## config.mk

```make
export PLATFORM = sky130hd
export DESIGN_NAME = calc_sequencer
export DESIGN_NICKNAME = d
export VERILOG_FILES = /design/src/rtl/calc_pkg.sv /design/src/rtl/calc_sequencer_edge.sv /design/src/rtl/calc_sequencer.sv
export SDC_FILE = /design/constraint.sdc
export NUM_CORES = 1
export LEC_CHECK = 0
export ABC_AREA = 1
export ABC_CLOCK_PERIOD_IN_PS = 2500
export CAP_MARGIN = 20
export CORE_UTILIZATION = 40
export DETAILED_ROUTE_END_ITERATION = 16
export PLACE_DENSITY = 0.76
export SYNTH_ARGS = -nofsm -noshare
export SYNTH_HDL_FRONTEND = slang
export SYNTH_SLANG_ARGS = --single-unit
export TNS_END_PERCENT = 1
```

## constraint.sdc

```tcl
create_clock -name clk -period 2.5 [get_ports clk]
set_input_delay 0.5 -clock clk [delete_from_list [all_inputs] [get_ports clk]]
set_output_delay 0.5 -clock clk [all_outputs]
set_load 0.01 [all_outputs]
```

## src/rtl/calc_pkg.sv

```systemverilog
// Shared encodings for the calculator sequencer:
// states, datapath op codes, operations, error causes.
package calc_pkg;

  typedef enum logic [3:0] {
    S_IDLE      = 4'd0,
    S_WAIT_A    = 4'd1,
    S_LOAD_A    = 4'd2,
    S_SHOW_A    = 4'd3,
    S_WAIT_B    = 4'd4,
    S_LOAD_B    = 4'd5,
    S_SHOW_B    = 4'd6,
    S_WAIT_OP   = 4'd7,
    S_EXEC      = 4'd8,
    S_WAIT_DONE = 4'd9,
    S_RESULT    = 4'd10,
    S_ERROR     = 4'd11
  } state_t;

  localparam logic [2:0] OP_NOOP     = 3'b000;
  localparam logic [2:0] OP_LOAD_A   = 3'b001;
  localparam logic [2:0] OP_DISP_A   = 3'b010;
  localparam logic [2:0] OP_LOAD_B   = 3'b011;
  localparam logic [2:0] OP_DISP_B   = 3'b100;
  localparam logic [2:0] OP_COMPUTE  = 3'b101;
  localparam logic [2:0] OP_DISP_RES = 3'b110;

  localparam logic [1:0] ADD = 2'b00;
  localparam logic [1:0] SUB = 2'b01;
  localparam logic [1:0] MUL = 2'b10;
  localparam logic [1:0] DIV = 2'b11;

  localparam logic [1:0] ERR_NONE    = 2'b00;
  localparam logic [1:0] ERR_DBZ     = 2'b01;
  localparam logic [1:0] ERR_TIMEOUT = 2'b10;

  // Datapath instruction presented while sitting in a state.
  function automatic logic [2:0] state_op(input state_t s);
    logic [2:0] op;
    op = OP_NOOP;
    case (s)
      S_LOAD_A: op = OP_LOAD_A;
      S_SHOW_A: op = OP_DISP_A;
      S_LOAD_B: op = OP_LOAD_B;
      S_SHOW_B: op = OP_DISP_B;
      S_EXEC:   op = OP_COMPUTE;
      S_RESULT: op = OP_DISP_RES;
      default:  op = OP_NOOP;
    endcase
    return op;
  endfunction

  // Busy spans operand entry/display and the compute wait.
  function automatic logic state_busy(input state_t s);
    logic b;
    b = 1'b0;
    case (s)
      S_LOAD_A, S_SHOW_A, S_WAIT_B,
      S_LOAD_B, S_SHOW_B,
      S_EXEC, S_WAIT_DONE: b = 1'b1;
      default:             b = 1'b0;
    endcase
    return b;
  endfunction

endpackage

```

## src/rtl/calc_sequencer_edge.sv

```systemverilog
// Rising-edge detector for an already synchronised level.
// One register; a held level yields a single pulse.
module edge_detect_rise (
  input  logic clk,
  input  logic reset,
  input  logic d,
  output logic rise
);

  logic q;

  // Remember last cycle's level.
  always_ff @(posedge clk or posedge reset) begin
    if (reset) q <= 1'b0;
    else       q <= d;
  end

  assign rise = d & ~q;

endmodule

```

## src/rtl/calc_sequencer.sv

```systemverilog
// Moore sequencer driving the 4-bit calculator datapath
// from start/enter buttons, with a completion watchdog.
module calc_sequencer
  import calc_pkg::*;
#(
  parameter int TIMEOUT_CYCLES = 8,
  parameter int CNT_W          = 8
) (
  input  logic             clk,
  input  logic             reset,
  input  logic             start,
  input  logic             enter,
  input  logic [1:0]       op_sel,
  input  logic             dp_done,
  input  logic             dp_div_by_zero,
  input  logic             dp_negative,
  output logic [2:0]       op_code,
  output logic [1:0]       compute_op,
  output logic [3:0]       state_code,
  output logic             busy,
  output logic             error,
  output logic [1:0]       err_code,
  output logic             result_neg,
  output logic [CNT_W-1:0] calc_count
);

  localparam int TW = $clog2(TIMEOUT_CYCLES + 1);
  localparam logic [TW-1:0] TO_LAST = TW'(TIMEOUT_CYCLES - 1);

  state_t        state;
  state_t        nxt;
  logic [TW-1:0] to_cnt;

  logic rise_start;
  logic rise_enter;
  logic abort;
  logic latch_op;
  logic take_done;
  logic set_dbz;
  logic set_to;
  logic clr_err;
  logic cnt_clr;
  logic cnt_inc;

  edge_detect_rise u_start_edge (
    .clk   (clk),
    .reset (reset),
    .d     (start),
    .rise  (rise_start)
  );

  edge_detect_rise u_enter_edge (
    .clk   (clk),
    .reset (reset),
    .d     (enter),
    .rise  (rise_enter)
  );

  // State register.
  always_ff @(posedge clk or posedge reset) begin
    if (reset) state <= S_IDLE;
    else       state <= nxt;
  end

  // Next state and register-update strobes; abort outranks all events.
  always_comb begin
    nxt       = state;
    latch_op  = 1'b0;
    take_done = 1'b0;
    set_dbz   = 1'b0;
    set_to    = 1'b0;
    clr_err   = 1'b0;
    cnt_clr   = 1'b0;
    cnt_inc   = 1'b0;
    abort     = rise_start
              && (state != S_IDLE)
              && (state != S_ERROR);
    if (abort) begin
      nxt = S_IDLE;
    end else begin
      case (state)
        S_IDLE:
          if (rise_start) nxt = S_WAIT_A;
        S_WAIT_A:
          if (rise_enter) nxt = S_LOAD_A;
        S_LOAD_A:
          nxt = S_SHOW_A;
        S_SHOW_A:
          nxt = S_WAIT_B;
        S_WAIT_B:
          if (rise_enter) nxt = S_LOAD_B;
        S_LOAD_B:
          nxt = S_SHOW_B;
        S_SHOW_B:
          nxt = S_WAIT_OP;
        S_WAIT_OP:
          if (rise_enter) begin
            nxt      = S_EXEC;
            latch_op = 1'b1;
          end
        S_EXEC: begin
          nxt     = S_WAIT_DONE;
          cnt_clr = 1'b1;
        end
        S_WAIT_DONE:
          if (dp_div_by_zero) begin
            nxt     = S_ERROR;
            set_dbz = 1'b1;
          end else if (dp_done) begin
            nxt       = S_RESULT;
            take_done = 1'b1;
          end else if (to_cnt == TO_LAST) begin
            nxt    = S_ERROR;
            set_to = 1'b1;
          end else begin
            cnt_inc = 1'b1;
          end
        S_RESULT:
          if (rise_enter) nxt = S_WAIT_A;
        S_ERROR:
          if (rise_enter || rise_start) begin
            nxt     = S_IDLE;
            clr_err = 1'b1;
          end
        default:
          nxt = S_IDLE;
      endcase
    end
  end

  // Operation latch, error cause, sign, counters.
  always_ff @(posedge clk or posedge reset) begin
    if (reset) begin
      compute_op <= ADD;
      err_code   <= ERR_NONE;
      result_neg <= 1'b0;
      calc_count <= '0;
      to_cnt     <= '0;
    end else begin
      if (latch_op)  compute_op <= op_sel;
      if (set_dbz)   err_code   <= ERR_DBZ;
      if (set_to)    err_code   <= ERR_TIMEOUT;
      if (clr_err)   err_code   <= ERR_NONE;
      if (take_done) begin
        result_neg <= dp_negative;
        calc_count <= calc_count + 1'b1;
      end
      if (cnt_clr)      to_cnt <= '0;
      else if (cnt_inc) to_cnt <= to_cnt + 1'b1;
    end
  end

  assign op_code    = state_op(state);
  assign busy       = state_busy(state);
  assign error      = (state == S_ERROR);
  assign state_code = state;

endmodule

```

Word level (Yosys, flattened, before mapping)
Cells that the tools add are included.
{"block": "classes", "addsub": 2, "mul": 0, "n_div": 0, "magnitude_cmp": 0, "n_eq_ne": 20, "n_shift": 0, "n_mux": 43, "bitwise": 4, "n_reduce_logical": 9}
{"cell": "$mux 4", "n": 12}
{"cell": "$pmux 4 s12", "n": 1}
{"cell": "$mux 1", "n": 26}
{"cell": "$eq 4x3->1 const B", "n": 5}
{"cell": "$pmux 3 s6", "n": 1}
{"cell": "$eq 4x4->1 const B", "n": 4}
{"cell": "$ne 3x3->1 const B", "n": 5}
{"cell": "$add 8x1->8 const B", "n": 1}
{"cell": "$eq 4x2->1 const B", "n": 2}
{"cell": "$reduce_and 7->1", "n": 1}
{"cell": "$reduce_or 7->1", "n": 1}
{"cell": "$mux 2", "n": 3}
{"cell": "$ne 5x5->1 const B", "n": 1}
{"cell": "$add 4x1->4 const B", "n": 1}
{"cell": "$eq 4x1->1 const B", "n": 1}
{"cell": "$logic_not 4->1", "n": 1}
{"cell": "$ne 4x4->1 const B", "n": 1}
{"cell": "$reduce_bool 4->1", "n": 1}
{"cell": "$ne 3x1->1 const B", "n": 1}
{"cell": "$reduce_bool 3->1", "n": 1}
{"cell": "$and 1x1->1", "n": 2}
{"cell": "$logic_and 1x1->1", "n": 2}
{"cell": "$not 1->1", "n": 2}
{"cell": "$reduce_bool 2->1", "n": 1}
{"cell": "$logic_or 1x1->1", "n": 1}
{"block": "totals", "regBits": 23, "latch_bits": 0, "mem_bits_rw": 0, "romBits": 0, "inputBits": 9, "out_inout_bits": 22, "word_cells": 86, "mem_count": 0}

Logic depth before layout (Yosys ltp)
{"block": "depth", "word_depth": 8, "depth_mapped": 11, "mapped_depth_nobuf": 10}

Cells and area by module
A second synthesis with hierarchy kept.
{"block": "unflattened", "hier_cells": 180, "hier_area_um2": 1420.1}
{"module": "calc_sequencer", "instances": 1, "cells_per_inst": 172, "area_each_um2": 1342.5, "seq_area_each_um2": 525.5}
{"module": "edge_detect_rise", "instances": 2, "cells_per_inst": 4, "area_each_um2": 38.8, "seq_area_each_um2": 25.0}

Least setup slack after synthesis
Ideal clock, no wire load.
{"block": "synth_path", "path_type": "register to output", "from": "register state[1] (netlist: state_code[1])", "to": "output port busy", "arrival_time_ns": 1.054, "required_ns": 2.000, "setup_slack_ns": 0.946, "stages_incl_launch_ff": 4, "n_path_buf": 0, "cell_sequence": "dfrtp_1 -> nor2_2 -> inv_1 -> o2111ai_1"}
{"block": "synth_via", "elab_chain_len": 3, "elab_cells_between_ends": 9, "cone_classes": "eq/ne (7); mux (1); reduce/logical (1)"}
{"element": "start: declaration", "line_no": "calc_sequencer.sv:30", "rtl": "state_t state;"}
{"element": "start signal: assignment", "line_no": "calc_sequencer.sv:62", "rtl": "else state <= nxt;"}
{"element": "$eq 4x4->1 (tied with other cells)", "line_no": "calc_pkg.sv:57", "rtl": "case (s)"}
{"element": "$reduce_or 7->1 (*)", "line_no": "calc_pkg.sv:57"}
{"element": "$mux 1 (*)", "line_no": "calc_pkg.sv:57"}
{"element": "end: declaration", "line_no": "calc_sequencer.sv:20", "rtl": "output logic busy,"}
Mark *: on every way between the ends. The rest lies on a longest branch, timed or not.

Worst setup path in the final report
{"block": "layout_path", "from": "register state[2] (netlist: state_code[2])", "to": "output port busy"}
The elaborated chain is that of the path after synthesis.

==> impl_metrics.py <==
metrics = {
    "setup_path": {
        "required_ps": 2000,
        "crit_fanout": 6,
        "r2r_start": "state_code[3]",
        "r2r_slack_ps": 850,
        "crit_start": "state_code[2]",
        "cp.arrival_ps": 1900,
        "start_kind": "flip-flop",
        "reg2reg_depth": 6,
        "path_class": "flip-flop to output port",
        "reg2reg_to": "to_cnt[0]",
        "end_kind": "output port",
    },
    "synth": {
        "synth_top_area_share_pct": 39.9,
        "netlist_area_um2": 1440,
        "synth_cell_types": 26,
        "syn_area_per_cell_um2": 7.63,
        "synth_nets": 200,
        "synth_cells": 189,
        "synth.area.top_cells": "dfrtp_1 40%, nand2_1 14%, inv_1 8.1%",
        "synth_area_leader_cell": "dfrtp_1",
        "yosysWarningCount": 0,
        "ys_seq_area_share_pct": 39.9,
        "yosys_register_bits": 23,
    },
    "global_route": {
        "grt_pass1_vias": 1033,
        "grt_overflow": 0,
        "antenna_found_initial": 0,
        "grt_use_total_pct": 16.8,
        "grt_pass1_wl_um": 4640,
        "grt_max_degree": 24,
    },
    "routing": {
        "topRoutingLayerUsed": "met4",
        "wl_per_cell_um": 10.4,
        "first_pass_iters": 4,
        "dr_wl_met3_um": 78,
        "drtIter0Drc": 32,
        "ant_nets": 0,
        "routed_wl_um": 2790,
        "wl_met2_um": 1230,
        "vias_per_cell": 4.58,
        "drc": 0,
        "vias": 1231,
        "wl_met1_um": 1420,
    },
    "cts": {
        "cts_tree": "yes",
        "clkTransAtPathRegs_ps": 130,
        "cts_buffer_depth": 2,
        "cts-root-buf": "clkbuf_4",
        "numCtsBuffers": 3,
        "cts_sinks": 23,
        "htree_levels": 1,
        "clk_latency_ps": 320,
        "post_cts_buffers": 0,
    },
    "pwr": {
        "ir_drop_mv": 0.508,
        "pwr-share-clk_pct": 9.6,
        "switchingPower_mw": 0.813,
        "p_leak_nw": 0.926,
        "power_frac_comb_pct": 56.0,
        "p_total_mw": 1.86,
        "sw_frac_of_total_pct": 43.7,
        "pwr_density_cell_nw_per_um2": 1010,
        "p_seq_share_pct": 34.3,
        "intPower_mw": 1.05,
    },
    "die": {
        "die_h_um": 62.0,
        "start_util_pct": 42.5,
        "core_area_um2": 3390,
        "design.die.area_um2": 3850,
        "die_w_um": 62.0,
        "io_pins": 31,
        "num_rows": 21,
    },
    "finish": {
        "area_delta_synth_final_pct": 27.4,
        "nets": 235,
        "final-seq-area_um2": 578,
        "instances_no_fill": 269,
        "drive_gt1_share_pct": 14.3,
        "fillCellCount": 320,
        "final_common_cell": "nand2_1",
        "multi_input_area_um2": 739,
        "n_antenna_cell": 0,
        "layout_common_cells": "54 x nand2_1, 31 x inv_1, 30 x clkdlybuf4s50_1, 21 x dfrtp_1, 16 x nand3_1",
    },
    "place": {
        "portBuffers": 30,
        "dpl.hpwl_um": 2230,
        "dp_cells": 265,
        "gp_congestion": 0.813,
    },
    "run_status": {
        "status": "completed",
    },
    "timing": {
        "timing.slew.headroom_pct": 72.8,
        "worstMarginPinSlew_ps": 404,
        "fin_setup_tns_ps": 0,
        "fin_skew_ps": 1.67,
        "finalHoldViolations": 0,
        "grt_setup_unrepaired": "true",
        "setup_violations": 0,
        "fin_crit_ps": 2400,
        "fin_crit_sh_pct": 95.8,
        "slew_viol_final": 0,
        "fmax_mhz": 417,
    },
    "hold_path": {
        "hold_class": "primary input to asynchronous set/reset pin",
    },
    "run": {
        "cap_violations": 0,
    },
}
[layout make-up]
cell class	instances	share of cell area, %
Clock buffer	3	1.23
Clock inverter	1	0.272
Inverter	33	6.88
Multi-Input combinational cell	132	40.3
Sequential cell	23	31.5
Tap cell	46	3.13
Timing Repair Buffer	31	16.8
[Yosys cell counts (all sizes together)]
| master | n |
|---|---|
| a21boi | 1 |
| a21oi | 4 |
| buf | 1 |
| dfrtp | 23 |
| ha | 2 |
| inv | 33 |
| nand2 | 62 |
| nand3 | 17 |
| nand3b | 1 |
| nand4 | 1 |
| nor2 | 19 |
| nor3 | 4 |
| o2111ai | 1 |
| o211ai | 1 |
| o21ai | 12 |
| xor2 | 7 |
[repair_timing]
| item | CTS | global route |
|---|---|---|
| setup endpoints to repair | 0 | 4 |
| gates resized for setup | 0 | 7 |
| hold buffers | 0 | 0 |
[per-stage QoR]
stage                     instance area (um2)  utilization (%)  setup slack, ps  hold WS, ps
after floorplan                          1440                -              946          502
after global placement                   1790             52.7              403          468
after detailed placement                 1790             52.7              408          477
after CTS                                1810             53.5             36.3          494
after global routing                     1840             54.2            -22.3          507
final                                    1840             54.2              104          491
[worst max-delay path, cell delays in order (launching register included)]
cell and delay (ps):
dfrtp_1 430, inv_1 120, nor2_2 220, nand3_1 140, o2111ai_1 110, clkdlybuf4s50_1 560
[layer usage]
layer | vias up | GRT usage, %
met5 | - | 0
met4 | 0 | 6.98
met3 | 5 | 3.11
met2 | 23 | 22.5
met1 | 542 | 25.9
li1 | 661 | -
[power by group through the flow]
stage	combinational [mW]	sequential (mW)	clock, mW
after floorplan	0.600	0.658	0
after global placement	1.02	0.630	0
after detailed placement	1.03	0.631	0
after CTS	1.03	0.625	0.188
after global routing	1.16	0.663	0.206
final	1.04	0.638	0.178
[flip-flops by register name, indices dropped and copies added (netlist names)]
register / flops
state_code: 4
err_code: 2
u_start_edge.q: 1
u_enter_edge.q: 1
compute_op: 2
result_neg: 1
calc_count: 8
to_cnt: 4
[logic make-up after synthesis]
family	after synthesis	synth area share (%)
adders and majority gates	2	1.74
buffers and inverters	34	10.2
and+or+nand+nor	104	36.2
xor gates and xnor gates	7	4.25
AOI/OAI and AO/OA	19	7.73
DFF	23	39.9
[how the worst max path moves through the flow]
stage                  to  slack, ps  depth (start not counted)
6_report             busy        100                          5
5_1_grt        op_code[0]        -20                          4
4_1_cts        op_code[0]         40                          4
3_5_place_dp   op_code[0]        410                          4
3_3_place_gp   op_code[0]        400                          4
2_1_floorplan        busy        950                          3
(Power assumes the default switching activity.)
